--- config.mk ---
export PLATFORM = sky130hd
export DESIGN_NAME = com_bus_grant_ctrl
export DESIGN_NICKNAME = d
export VERILOG_FILES = /design/src/rtl/com_bus_pkg.sv /design/src/rtl/com_bus_hold_timer.sv /design/src/rtl/com_bus_grant_ctrl.sv
export SDC_FILE = /design/constraint.sdc
export NUM_CORES = 1
export LEC_CHECK = 0
export CELL_PAD_IN_SITES_DETAIL_PLACEMENT = 0
export CELL_PAD_IN_SITES_GLOBAL_PLACEMENT = 1
export CORE_UTILIZATION = 38
export CTS_CLUSTER_DIAMETER = 200
export DETAILED_ROUTE_END_ITERATION = 7
export PLACE_DENSITY_LB_ADDON = 0.08
export SLEW_MARGIN = 20
export SYNTH_ARGS = -nofsm -noshare
export SYNTH_HDL_FRONTEND = slang
export SYNTH_SLANG_ARGS = --single-unit
--- constraint.sdc ---
create_clock -name clk -period 2.5 [get_ports clk]
set_input_delay 0.5 -clock clk [delete_from_list [all_inputs] [get_ports clk]]
set_output_delay 0.5 -clock clk [all_outputs]
set_load 0.005 [all_outputs]
--- src/rtl/com_bus_pkg.sv ---
// Shared definitions for the common-bus request path.
// Used by the grant controller, the request FIFO and the bus monitors.
//   NUM_REQ   : number of bus requesters, IDs 1..NUM_REQ
//   ID_W      : width of a queued requester ID
//   ID_NONE   : ID value meaning "no entry / bus idle"
//   state_e   : grant controller FSM states
//   id2onehot : requester ID -> one-hot request/grant vector (0 for out-of-range IDs)
package com_bus_pkg;

  localparam int NUM_REQ = 8;
  localparam int ID_W    = 4;

  localparam logic [ID_W-1:0] ID_NONE = '0;

  typedef enum logic [2:0] {
    IDLE  = 3'd0,
    POP   = 3'd1,
    LATCH = 3'd2,
    GRANT = 3'd3,
    GAP   = 3'd4
  } state_e;

  // Bit i-1 is set for ID i; IDs 0 and >NUM_REQ give an all-zero vector.
  function automatic logic [NUM_REQ-1:0] id2onehot(input logic [ID_W-1:0] id);
    logic [NUM_REQ-1:0] oh;
    oh = '0;
    for (int i = 0; i < NUM_REQ; i++) begin
      if (id == ID_W'(i + 1)) oh[i] = 1'b1;
    end
    return oh;
  endfunction

endpackage

--- src/rtl/com_bus_hold_timer.sv ---
// Grant hold timer.
// Counts grant cycles and flags when the current grant has been held for
// MAX_HOLD cycles (count value MAX_HOLD-1 in the last allowed cycle).
//   clk       : system clock
//   rst       : asynchronous active-high reset, count -> 0
//   clr_i     : synchronous clear, dominates en_i
//   en_i      : count one cycle
//   expired_o : count has reached MAX_HOLD-1
module com_bus_hold_timer #(
  parameter int MAX_HOLD = 64
) (
  input  logic clk,
  input  logic rst,
  input  logic clr_i,
  input  logic en_i,
  output logic expired_o
);

  localparam int CW = (MAX_HOLD > 2) ? $clog2(MAX_HOLD) : 1;
  localparam logic [CW-1:0] LAST = CW'(MAX_HOLD - 1);

  logic [CW-1:0] cnt_q, cnt_d;

  always_ff @(posedge clk or posedge rst) begin
    if (rst) cnt_q <= '0;
    else     cnt_q <= cnt_d;
  end

  // Holds at LAST so the flag cannot wrap back to zero if the owner is slow to react.
  always_comb begin
    cnt_d = cnt_q;
    if (clr_i)                      cnt_d = '0;
    else if (en_i && cnt_q != LAST) cnt_d = cnt_q + 1'b1;
  end

  assign expired_o = (cnt_q == LAST);

endmodule

--- src/rtl/com_bus_grant_ctrl.sv ---
// Common-bus grant controller (consumer side of the request FIFO).
// Pops requester IDs in arrival order, grants the bus one-hot to that requester
// and holds the grant until the request drops or MAX_HOLD cycles elapse.
//   clk, rst     : system clock, asynchronous active-high reset
//   fifo_empty   : request FIFO empty flag
//   fifo_data    : FIFO read data, valid the cycle after fifo_rd_en
//   fifo_rd_en   : registered single-cycle pop strobe
//   bus_req      : live request lines, bit i-1 = ID i
//   bus_gnt      : registered one-hot grant, bit i-1 = ID i
//   gnt_id       : granted ID, 0 when idle
//   bus_busy     : any grant asserted
//   timeout_p    : pulse when a grant is force-revoked
//   bad_id_p     : pulse when a popped ID is 0 or >NUM_REQ
//   timeout_cnt  : saturating count of forced revokes
//   stale_cnt    : saturating count of popped IDs whose request was already low
module com_bus_grant_ctrl
  import com_bus_pkg::*;
#(
  parameter int MAX_HOLD = 64,
  parameter int CNT_W    = 8
) (
  input  logic               clk,
  input  logic               rst,
  input  logic               fifo_empty,
  input  logic [ID_W-1:0]    fifo_data,
  output logic               fifo_rd_en,
  input  logic [NUM_REQ-1:0] bus_req,
  output logic [NUM_REQ-1:0] bus_gnt,
  output logic [ID_W-1:0]    gnt_id,
  output logic               bus_busy,
  output logic               timeout_p,
  output logic               bad_id_p,
  output logic [CNT_W-1:0]   timeout_cnt,
  output logic [CNT_W-1:0]   stale_cnt
);

  state_e             state_q, state_d;
  logic               rd_en_q, rd_en_d;
  logic [NUM_REQ-1:0] gnt_q, gnt_d;
  logic [ID_W-1:0]    gnt_id_q, gnt_id_d;
  logic               to_p_q, to_p_d;
  logic               bad_p_q, bad_p_d;
  logic [CNT_W-1:0]   to_cnt_q, to_cnt_d;
  logic [CNT_W-1:0]   stale_cnt_q, stale_cnt_d;
  logic               stale_inc, to_inc;

  logic [NUM_REQ-1:0] latch_oh;
  logic               id_valid;
  logic               req_live;
  logic               gnt_held;
  logic               tmr_clr, tmr_en, tmr_expired;

  assign latch_oh = id2onehot(fifo_data);
  assign id_valid = (fifo_data != ID_NONE) && (fifo_data <= ID_W'(NUM_REQ));
  // Masking with the one-hot vectors avoids indexing bus_req with an out-of-range ID.
  assign req_live = |(bus_req & latch_oh);
  assign gnt_held = |(bus_req & gnt_q);

  // Timer sits at zero everywhere except GRANT, so each grant starts a fresh count.
  assign tmr_clr = (state_q != GRANT);
  assign tmr_en  = (state_q == GRANT);

  com_bus_hold_timer #(
    .MAX_HOLD (MAX_HOLD)
  ) u_hold_timer (
    .clk       (clk),
    .rst       (rst),
    .clr_i     (tmr_clr),
    .en_i      (tmr_en),
    .expired_o (tmr_expired)
  );

  always_ff @(posedge clk or posedge rst) begin
    if (rst) begin
      state_q     <= IDLE;
      rd_en_q     <= 1'b0;
      gnt_q       <= '0;
      gnt_id_q    <= ID_NONE;
      to_p_q      <= 1'b0;
      bad_p_q     <= 1'b0;
      to_cnt_q    <= '0;
      stale_cnt_q <= '0;
    end else begin
      state_q     <= state_d;
      rd_en_q     <= rd_en_d;
      gnt_q       <= gnt_d;
      gnt_id_q    <= gnt_id_d;
      to_p_q      <= to_p_d;
      bad_p_q     <= bad_p_d;
      to_cnt_q    <= to_cnt_d;
      stale_cnt_q <= stale_cnt_d;
    end
  end

  always_comb begin
    state_d   = state_q;
    gnt_d     = gnt_q;
    gnt_id_d  = gnt_id_q;
    to_p_d    = 1'b0;
    bad_p_d   = 1'b0;
    stale_inc = 1'b0;
    to_inc    = 1'b0;

    case (state_q)
      IDLE: begin
        if (!fifo_empty) state_d = POP;
      end

      POP: begin
        state_d = LATCH;
      end

      LATCH: begin
        if (!id_valid) begin
          bad_p_d = 1'b1;
          state_d = IDLE;
        end else if (!req_live) begin
          stale_inc = 1'b1;
          state_d   = IDLE;
        end else begin
          gnt_d    = latch_oh;
          gnt_id_d = fifo_data;
          state_d  = GRANT;
        end
      end

      GRANT: begin
        // Release is tested first so a release in the expiry cycle is not a timeout.
        if (!gnt_held) begin
          gnt_d    = '0;
          gnt_id_d = ID_NONE;
          state_d  = GAP;
        end else if (tmr_expired) begin
          gnt_d    = '0;
          gnt_id_d = ID_NONE;
          to_p_d   = 1'b1;
          to_inc   = 1'b1;
          state_d  = GAP;
        end
      end

      GAP: begin
        gnt_d    = '0;
        gnt_id_d = ID_NONE;
        state_d  = IDLE;
      end

      default: begin
        gnt_d    = '0;
        gnt_id_d = ID_NONE;
        state_d  = IDLE;
      end
    endcase

    // Strobe is registered: high exactly for the cycle spent in POP.
    rd_en_d = (state_d == POP);

    to_cnt_d    = (to_inc && (to_cnt_q != '1)) ? to_cnt_q + 1'b1 : to_cnt_q;
    stale_cnt_d = (stale_inc && (stale_cnt_q != '1)) ? stale_cnt_q + 1'b1 : stale_cnt_q;
  end

  assign fifo_rd_en  = rd_en_q;
  assign bus_gnt     = gnt_q;
  assign gnt_id      = gnt_id_q;
  assign bus_busy    = |gnt_q;
  assign timeout_p   = to_p_q;
  assign bad_id_p    = bad_p_q;
  assign timeout_cnt = to_cnt_q;
  assign stale_cnt   = stale_cnt_q;

endmodule

==> impl_metrics.json, run 1 <==
{
  "switching_share": 0.3018,
  "routedWlPerCell_um": 14.49,
  "cts.sinks": 40,
  "end_kind": "flip-flop",
  "final-setup-viol-count": 0,
  "p_leak_nw": 1.184,
  "ys.flop_type": "dfrtp_1",
  "status": "finished, final reports clean",
  "sequentialPowerShare": 0.474,
  "total_power_mw": 1.809,
  "cp_max_fo": 11,
  "via_per_inst": 5.277,
  "place.detailed.hpwl_um": 3352,
  "p_sw_uw": 546.1,
  "vias": 1641,
  "crit_chain": "clkdlybuf4s50_1 > or3b_1 > o32a_1 > and3_4 > a221o_1 > a22o_1",
  "die_area_um2": 5441,
  "regArea_um2": 1001,
  "maxCapViolCount": 0,
  "drc": 0,
  "synth-seq-area-share": 0.5115,
  "final_min_period_over_clock_period": 0.9502,
  "min_period_ns": 2.375,
  "synth_warnings": 0,
  "critPathBufInv": 1,
  "grt_pass1_wl_um": 7576,
  "first_pass_iters": 4,
  "drt-initial-drc-count": 70,
  "timing.fmax_mhz": 421.0,
  "die-height_um": 73.76,
  "power_density_nw_per_um2": 666.5,
  "design_area_um2": 2715,
  "arrival_ns": 2.55,
  "rsz0062_at_grt": "false",
  "clock_skew_ns": 0.004038,
  "cts-htree-levels": 2,
  "cts_buffer_depth": 2,
  "report.final.slew_viol_count": 0,
  "totalWireLength_um": 4505,
  "slew_headroom": 0.6705,
  "hold_path_class": "reg2reg",
  "synth.avg_cell_area_um2": 11.25,
  "pin_count": 47,
  "ir_worst_vdd_uv": 262.1,
  "crit_slowest_cell": "clkdlybuf4s50_1",
  "start_util": 0.4036,
  "multi_input_area_um2": 910.9,
  "io_buffers": 46,
  "startpoint_type": "input pin",
  "grt.overflow.total": 0,
  "antenna_found_initial": 0,
  "clk_latency_ns": 0.29,
  "cp.required_ns": 2.68,
  "yosysTopAreaCell": "dfrtp_1",
  "numCtsBuffers": 5,
  "crit_type": "in2reg",
  "hold_viol_final": 0,
  "netlist.area_leader.share": 0.5115,
  "synth_nets": 192,
  "p_int_mw": 1.263,
  "fin_cells": 311,
  "grt_pass1_vias": 1579,
  "cts.clk_slew.worst_paths_ns": 0.07,
  "drive_gt1_frac": 0.1393,
  "post_dp_cell_area_um2": 2633,
  "clkPwrFrac": 0.219,
  "n_fill_cell": 439,
  "synth_area_leaders": "dfrtp_1, xnor2_1, nand3_1",
  "grtUsageTotal": 0.1871,
  "placed_cells": 304,
  "fin_setup_tns_ns": 0,
  "ys_types": 50,
  "num_antenna_cells": 0,
  "place.gp.congestion": 0.7856,
  "critPathTopFamily": "compound AO/OA/AOI/OAI gates",
  "tightestPinTransition_ns": 0.4942,
  "netlist_instances": 174,
  "rows": 25,
  "cts_tree": "built",
  "syn_area_um2": 1957,
  "coreArea_um2": 4848,
  "ys_async_sr_fraction": 1.000,
  "grt_max_degree": 41,
  "die_x_um": 73.76,
  "max_stage_delay_ns": 0.51,
  "ys_ff_latch": 40,
  "final_util": 0.5600,
  "synth-edff-count": 0,
  "comb_power_share": 0.307,
  "cts_root_buf": "clkbuf_8",
  "syn_to_final_growth_pct": 38.75,
  "drtAntennaViolNets": 0,
  "nets": 262
}
cell usage in the layout, fill, tap and decap left out, types with 4 or more instances in the layout:
cell / n
xnor2_1: 12
nor2_1: 10
nand2_1: 9
a22oi_1: 4
o2bb2ai_1: 6
xor2_1: 4
clkbuf_8: 5
a22o_1: 4
buf_4: 22
dfrtp_1: 40
clkdlybuf4s50_1: 44
nor4_1: 4
nor3_1: 5
nand3_1: 15
per-layer routing:
| metal | vias up | global-route usage | part of all wire |
|---|---|---|---|
| met5 | - | 0 | 0 |
| met4 | 0 | 0.06410 | 0.014 |
| met3 | 6 | 0.04938 | 0.056 |
| met2 | 46 | 0.2936 | 0.46 |
| met1 | 796 | 0.2500 | 0.47 |
| li1 | 793 | - | - |
final cells by class:
| cell class | count | share of cell area |
|---|---|---|
| sequential | 40 | 0.3687 |
| clock inverter | 1 | 0.001843 |
| multi-input combinational | 126 | 0.3355 |
| tap | 67 | 0.03088 |
| inverter | 3 | 0.004147 |
| clock buffer | 6 | 0.02673 |
| timing repair buffer | 68 | 0.2323 |
synthesized netlist by cell type (2+ instances only):
master and number:
a22oi_1 4, mux2i_1 3, nor3b_1 2, inv_1 3, dfrtp_1 40, and3_1 3, buf_2 3, a22o_1 4
nand2b_1 3, nor3_1 5, xnor2_1 12, xor2_1 4, nor2_1 10, ha_1 3, nand3_1 15, o21ai_0 3
nand2_1 9, nor4_1 4, a31oi_1 2, and4_1 3, nand4_1 3, or4_1 3, o2bb2ai_1 6
state kept, by name, indices dropped and copies added (netlist names):
name,flops
u_hold_timer.cnt_q,6
fifo_rd_en,1
bad_id_p,1
timeout_cnt,8
state_q,3
gnt_id,4
stale_cnt,8
timeout_p,1
bus_gnt,8
path summary, 6_finish.rpt:
path | start | end | slack [ns] | cells after the start
setup / recovery | fifo_data[1] | gnt_id[1]$_DFFE_PP0P_ | 0.12 | 6
hold / removal | gnt_id[2]$_DFFE_PP0P_ | gnt_id[2]$_DFFE_PP0P_ | 0.50 | 1
setup reg to reg | state_q[0]$_DFF_PP0_ | timeout_cnt[1]$_DFFE_PP0P_ | 0.54 | 5
hold reg to reg | gnt_id[2]$_DFFE_PP0P_ | gnt_id[2]$_DFFE_PP0P_ | 0.50 | 1
max in group asynchronous | rst | stale_cnt[7]$_DFFE_PP0P_ | 1.53 | 3
min in group asynchronous | rst | timeout_cnt[0]$_DFFE_PP0P_ | 0.62 | 3
power by group through the flow:
stage                     Clock, mW  Combinational [mW]  Sequential, mW
after floorplan                   0               0.260           0.851
after global placement            0               0.556           0.861
after detailed placement          0               0.564           0.868
after CTS                     0.409               0.568           0.857
after global routing          0.439               0.625           0.873
final                         0.397               0.556           0.857
kinds of logic (layout without fill, tap and decap cells):
logic type | count (synthesis) | in the layout | synth area share
and+or+nand+nor | 71 | 71 | 0.2148
DFF | 40 | 40 | 0.5115
AOI/OAI and AO/OA | 31 | 31 | 0.1330
xor gates and xnor gates | 16 | 16 | 0.07161
buffers and inverters | 8 | 78 | 0.02302
muxes | 5 | 5 | 0.02685
adders and majority gates | 3 | 3 | 0.01918
metrics by stage:
step	worst slack [ns]	hold slack, ns
2_1_floorplan	0.3648	0.4722
3_3_place_gp	-0.1473	0.4680
3_5_place_dp	-0.2303	0.4724
4_1_cts	0.05487	0.4940
5_1_grt	0.05488	0.5187
6_report	0.1245	0.4973
timing repair:
action | CTS | global route
hold buffers | 0 | 0
endpoints found under the setup margin | 0 | 4
setup buffers | 0 | 0
resized for setup | 0 | 2
Power figures use the tool's default switching activity.
==> run 2: changes to the inputs <==
--- a/config.mk
+++ b/config.mk
@@ -10,7 +10,7 @@
 export CORE_UTILIZATION = 38
 export CTS_CLUSTER_DIAMETER = 200
 export DETAILED_ROUTE_END_ITERATION = 7
-export PLACE_DENSITY_LB_ADDON = 0.08
+export PLACE_DENSITY = 0.77
 export SLEW_MARGIN = 20
 export SYNTH_ARGS = -nofsm -noshare
 export SYNTH_HDL_FRONTEND = slang
==> impl_metrics.json, run 2 (synthesized netlist as in run 1, its figures left out) <==
{
  "status": "finished, final reports clean",
  "timing.fmax_mhz": 423.3,
  "place.detailed.hpwl_um": 3437,
  "rsz0062_at_grt": "false",
  "cts-htree-levels": 2,
  "power_density_nw_per_um2": 673.4,
  "slew_headroom": 0.6694,
  "cts.clk_slew.worst_paths_ns": 0.08,
  "final-setup-viol-count": 0,
  "drtAntennaViolNets": 0,
  "nets": 262,
  "start_util": 0.4036,
  "grt_max_degree": 41,
  "final_cell_mix": "clkdlybuf4s50_1, dfrtp_1, buf_4",
  "cp_max_fo": 8,
  "tightestPinTransition_ns": 0.4959,
  "min_period_ns": 2.362,
  "rows": 25,
  "cts_buffer_depth": 2,
  "multi_input_area_um2": 910.9,
  "drt-initial-drc-count": 66,
  "cts.sinks": 40,
  "pre_cts_ws_ns": -0.1969,
  "syn_to_final_growth_pct": 39.13,
  "grt_pass1_vias": 1630,
  "place.gp.congestion": 0.8144,
  "die_area_um2": 5441,
  "worst-r2r-cell-count": 5,
  "pin_count": 47,
  "totalWireLength_um": 4603,
  "report.final.slew_viol_count": 0,
  "total_power_mw": 1.833,
  "io_buffers": 46,
  "clock_skew_ns": 0.006093,
  "p_leak_nw": 1.182,
  "startpoint_type": "input pin",
  "end_kind": "flip-flop",
  "ir_worst_vdd_uv": 329.8,
  "hold_viol_final": 0,
  "fin_setup_tns_ns": 0,
  "cp.required_ns": 2.74,
  "layout_commonest_cell": "clkdlybuf4s50_1",
  "num_antenna_cells": 0,
  "via_per_inst": 5.253,
  "n_fill_cell": 436,
  "clk_latency_ns": 0.29,
  "final_min_period_over_clock_period": 0.9449,
  "routedWlPerCell_um": 14.75,
  "cts_tree": "built",
  "die-height_um": 73.76,
  "arrival_ns": 2.60,
  "first_pass_iters": 4,
  "crit_type": "in2reg",
  "final_util": 0.5615,
  "maxCapViolCount": 0,
  "cts_root_buf": "clkbuf_8",
  "placed_cells": 304,
  "grt_pass1_wl_um": 7741,
  "fin_cells": 312,
  "grtUsageTotal": 0.1881,
  "numCtsBuffers": 5,
  "die_x_um": 73.76,
  "reg2reg_slack_ns": 0.52,
  "regArea_um2": 1001,
  "hold_path_class": "reg2reg",
  "drc": 0,
  "r2r_end": "stale_cnt[5]$_DFFE_PP0P_",
  "hold_path_end": "stale_cnt[7]$_DFFE_PP0P_",
  "coreArea_um2": 4848,
  "r2r_start": "state_q[1]$_DFF_PP0_",
  "drive_gt1_frac": 0.1469,
  "setup_slack_ns": 0.1377,
  "grt.overflow.total": 0,
  "vias": 1639,
  "holdPathStages": 1,
  "hp-start": "stale_cnt[7]$_DFFE_PP0P_",
  "antenna_found_initial": 0
}
[run 2: changes by cell type in the layout (fill, tap and decap cells not counted), sizes merged]
cell           change
clkbuf             -1
clkdlybuf4s50      +1
clkinv             +2
dlymetal6s2s       -1
[run 2: worst max-delay path by stage]
stage,to,cells after the start,start,slack (ns)
floorplan,bus_gnt[6]$_DFFE_PP0P_,7,fifo_data[3],0.36
global placement,gnt_id[2]$_DFFE_PP0P_,6,fifo_data[0],-0.12
detailed placement,gnt_id[0]$_DFFE_PP0P_,6,fifo_data[0],-0.20
CTS,gnt_id[2]$_DFFE_PP0P_,8,fifo_data[0],0.10
global route,stale_cnt[7]$_DFFE_PP0P_,8,fifo_data[2],0.02
finish,gnt_id[2]$_DFFE_PP0P_,8,fifo_data[1],0.14
[run 2: report_power, final]
group	switching (mW)	internal [mW]
clock	0.226	0.194
sequential	0.106	0.746
combinational	0.232	0.329
total	0.565	1.27
[run 2: cell type report]
cell class,instances,area share
timing repair buffer,68,0.2307
multi-input combinational,126,0.3346
clock buffer,5,0.02528
clock inverter,3,0.006893
tap,67,0.03079
inverter,3,0.004136
sequential,40,0.3676
[run 2: critical path: stages]
cell,delay [ns]
clkdlybuf4s50_1,0.53
or3b_1,0.42
o32a_1,0.18
buf_4,0.14
buf_4,0.12
a31oi_2,0.27
nand3b_1,0.21
a21bo_1,0.22
[run 2: per-stage QoR]
step                hold WS (ns)  instance area [um2]
floorplan                 0.4722                 1957
global route              0.5181                 2723
detailed placement        0.4793                 2633
global placement          0.4809                 2633
CTS                       0.5026                 2720
finish                    0.4941                 2723
[run 2: timing repair]
item                                    CTS  global route
endpoints found under the setup margin    0             2
hold buffers                              0             0
resized for setup                         0             1
buffers inserted                          0             0
[run 2: layer usage]
layer,wire (um),GRT usage
met1,2105,0.2461
met2,2265,0.3129
met3,195,0.04252
met4,36,0.05128
met5,0,0
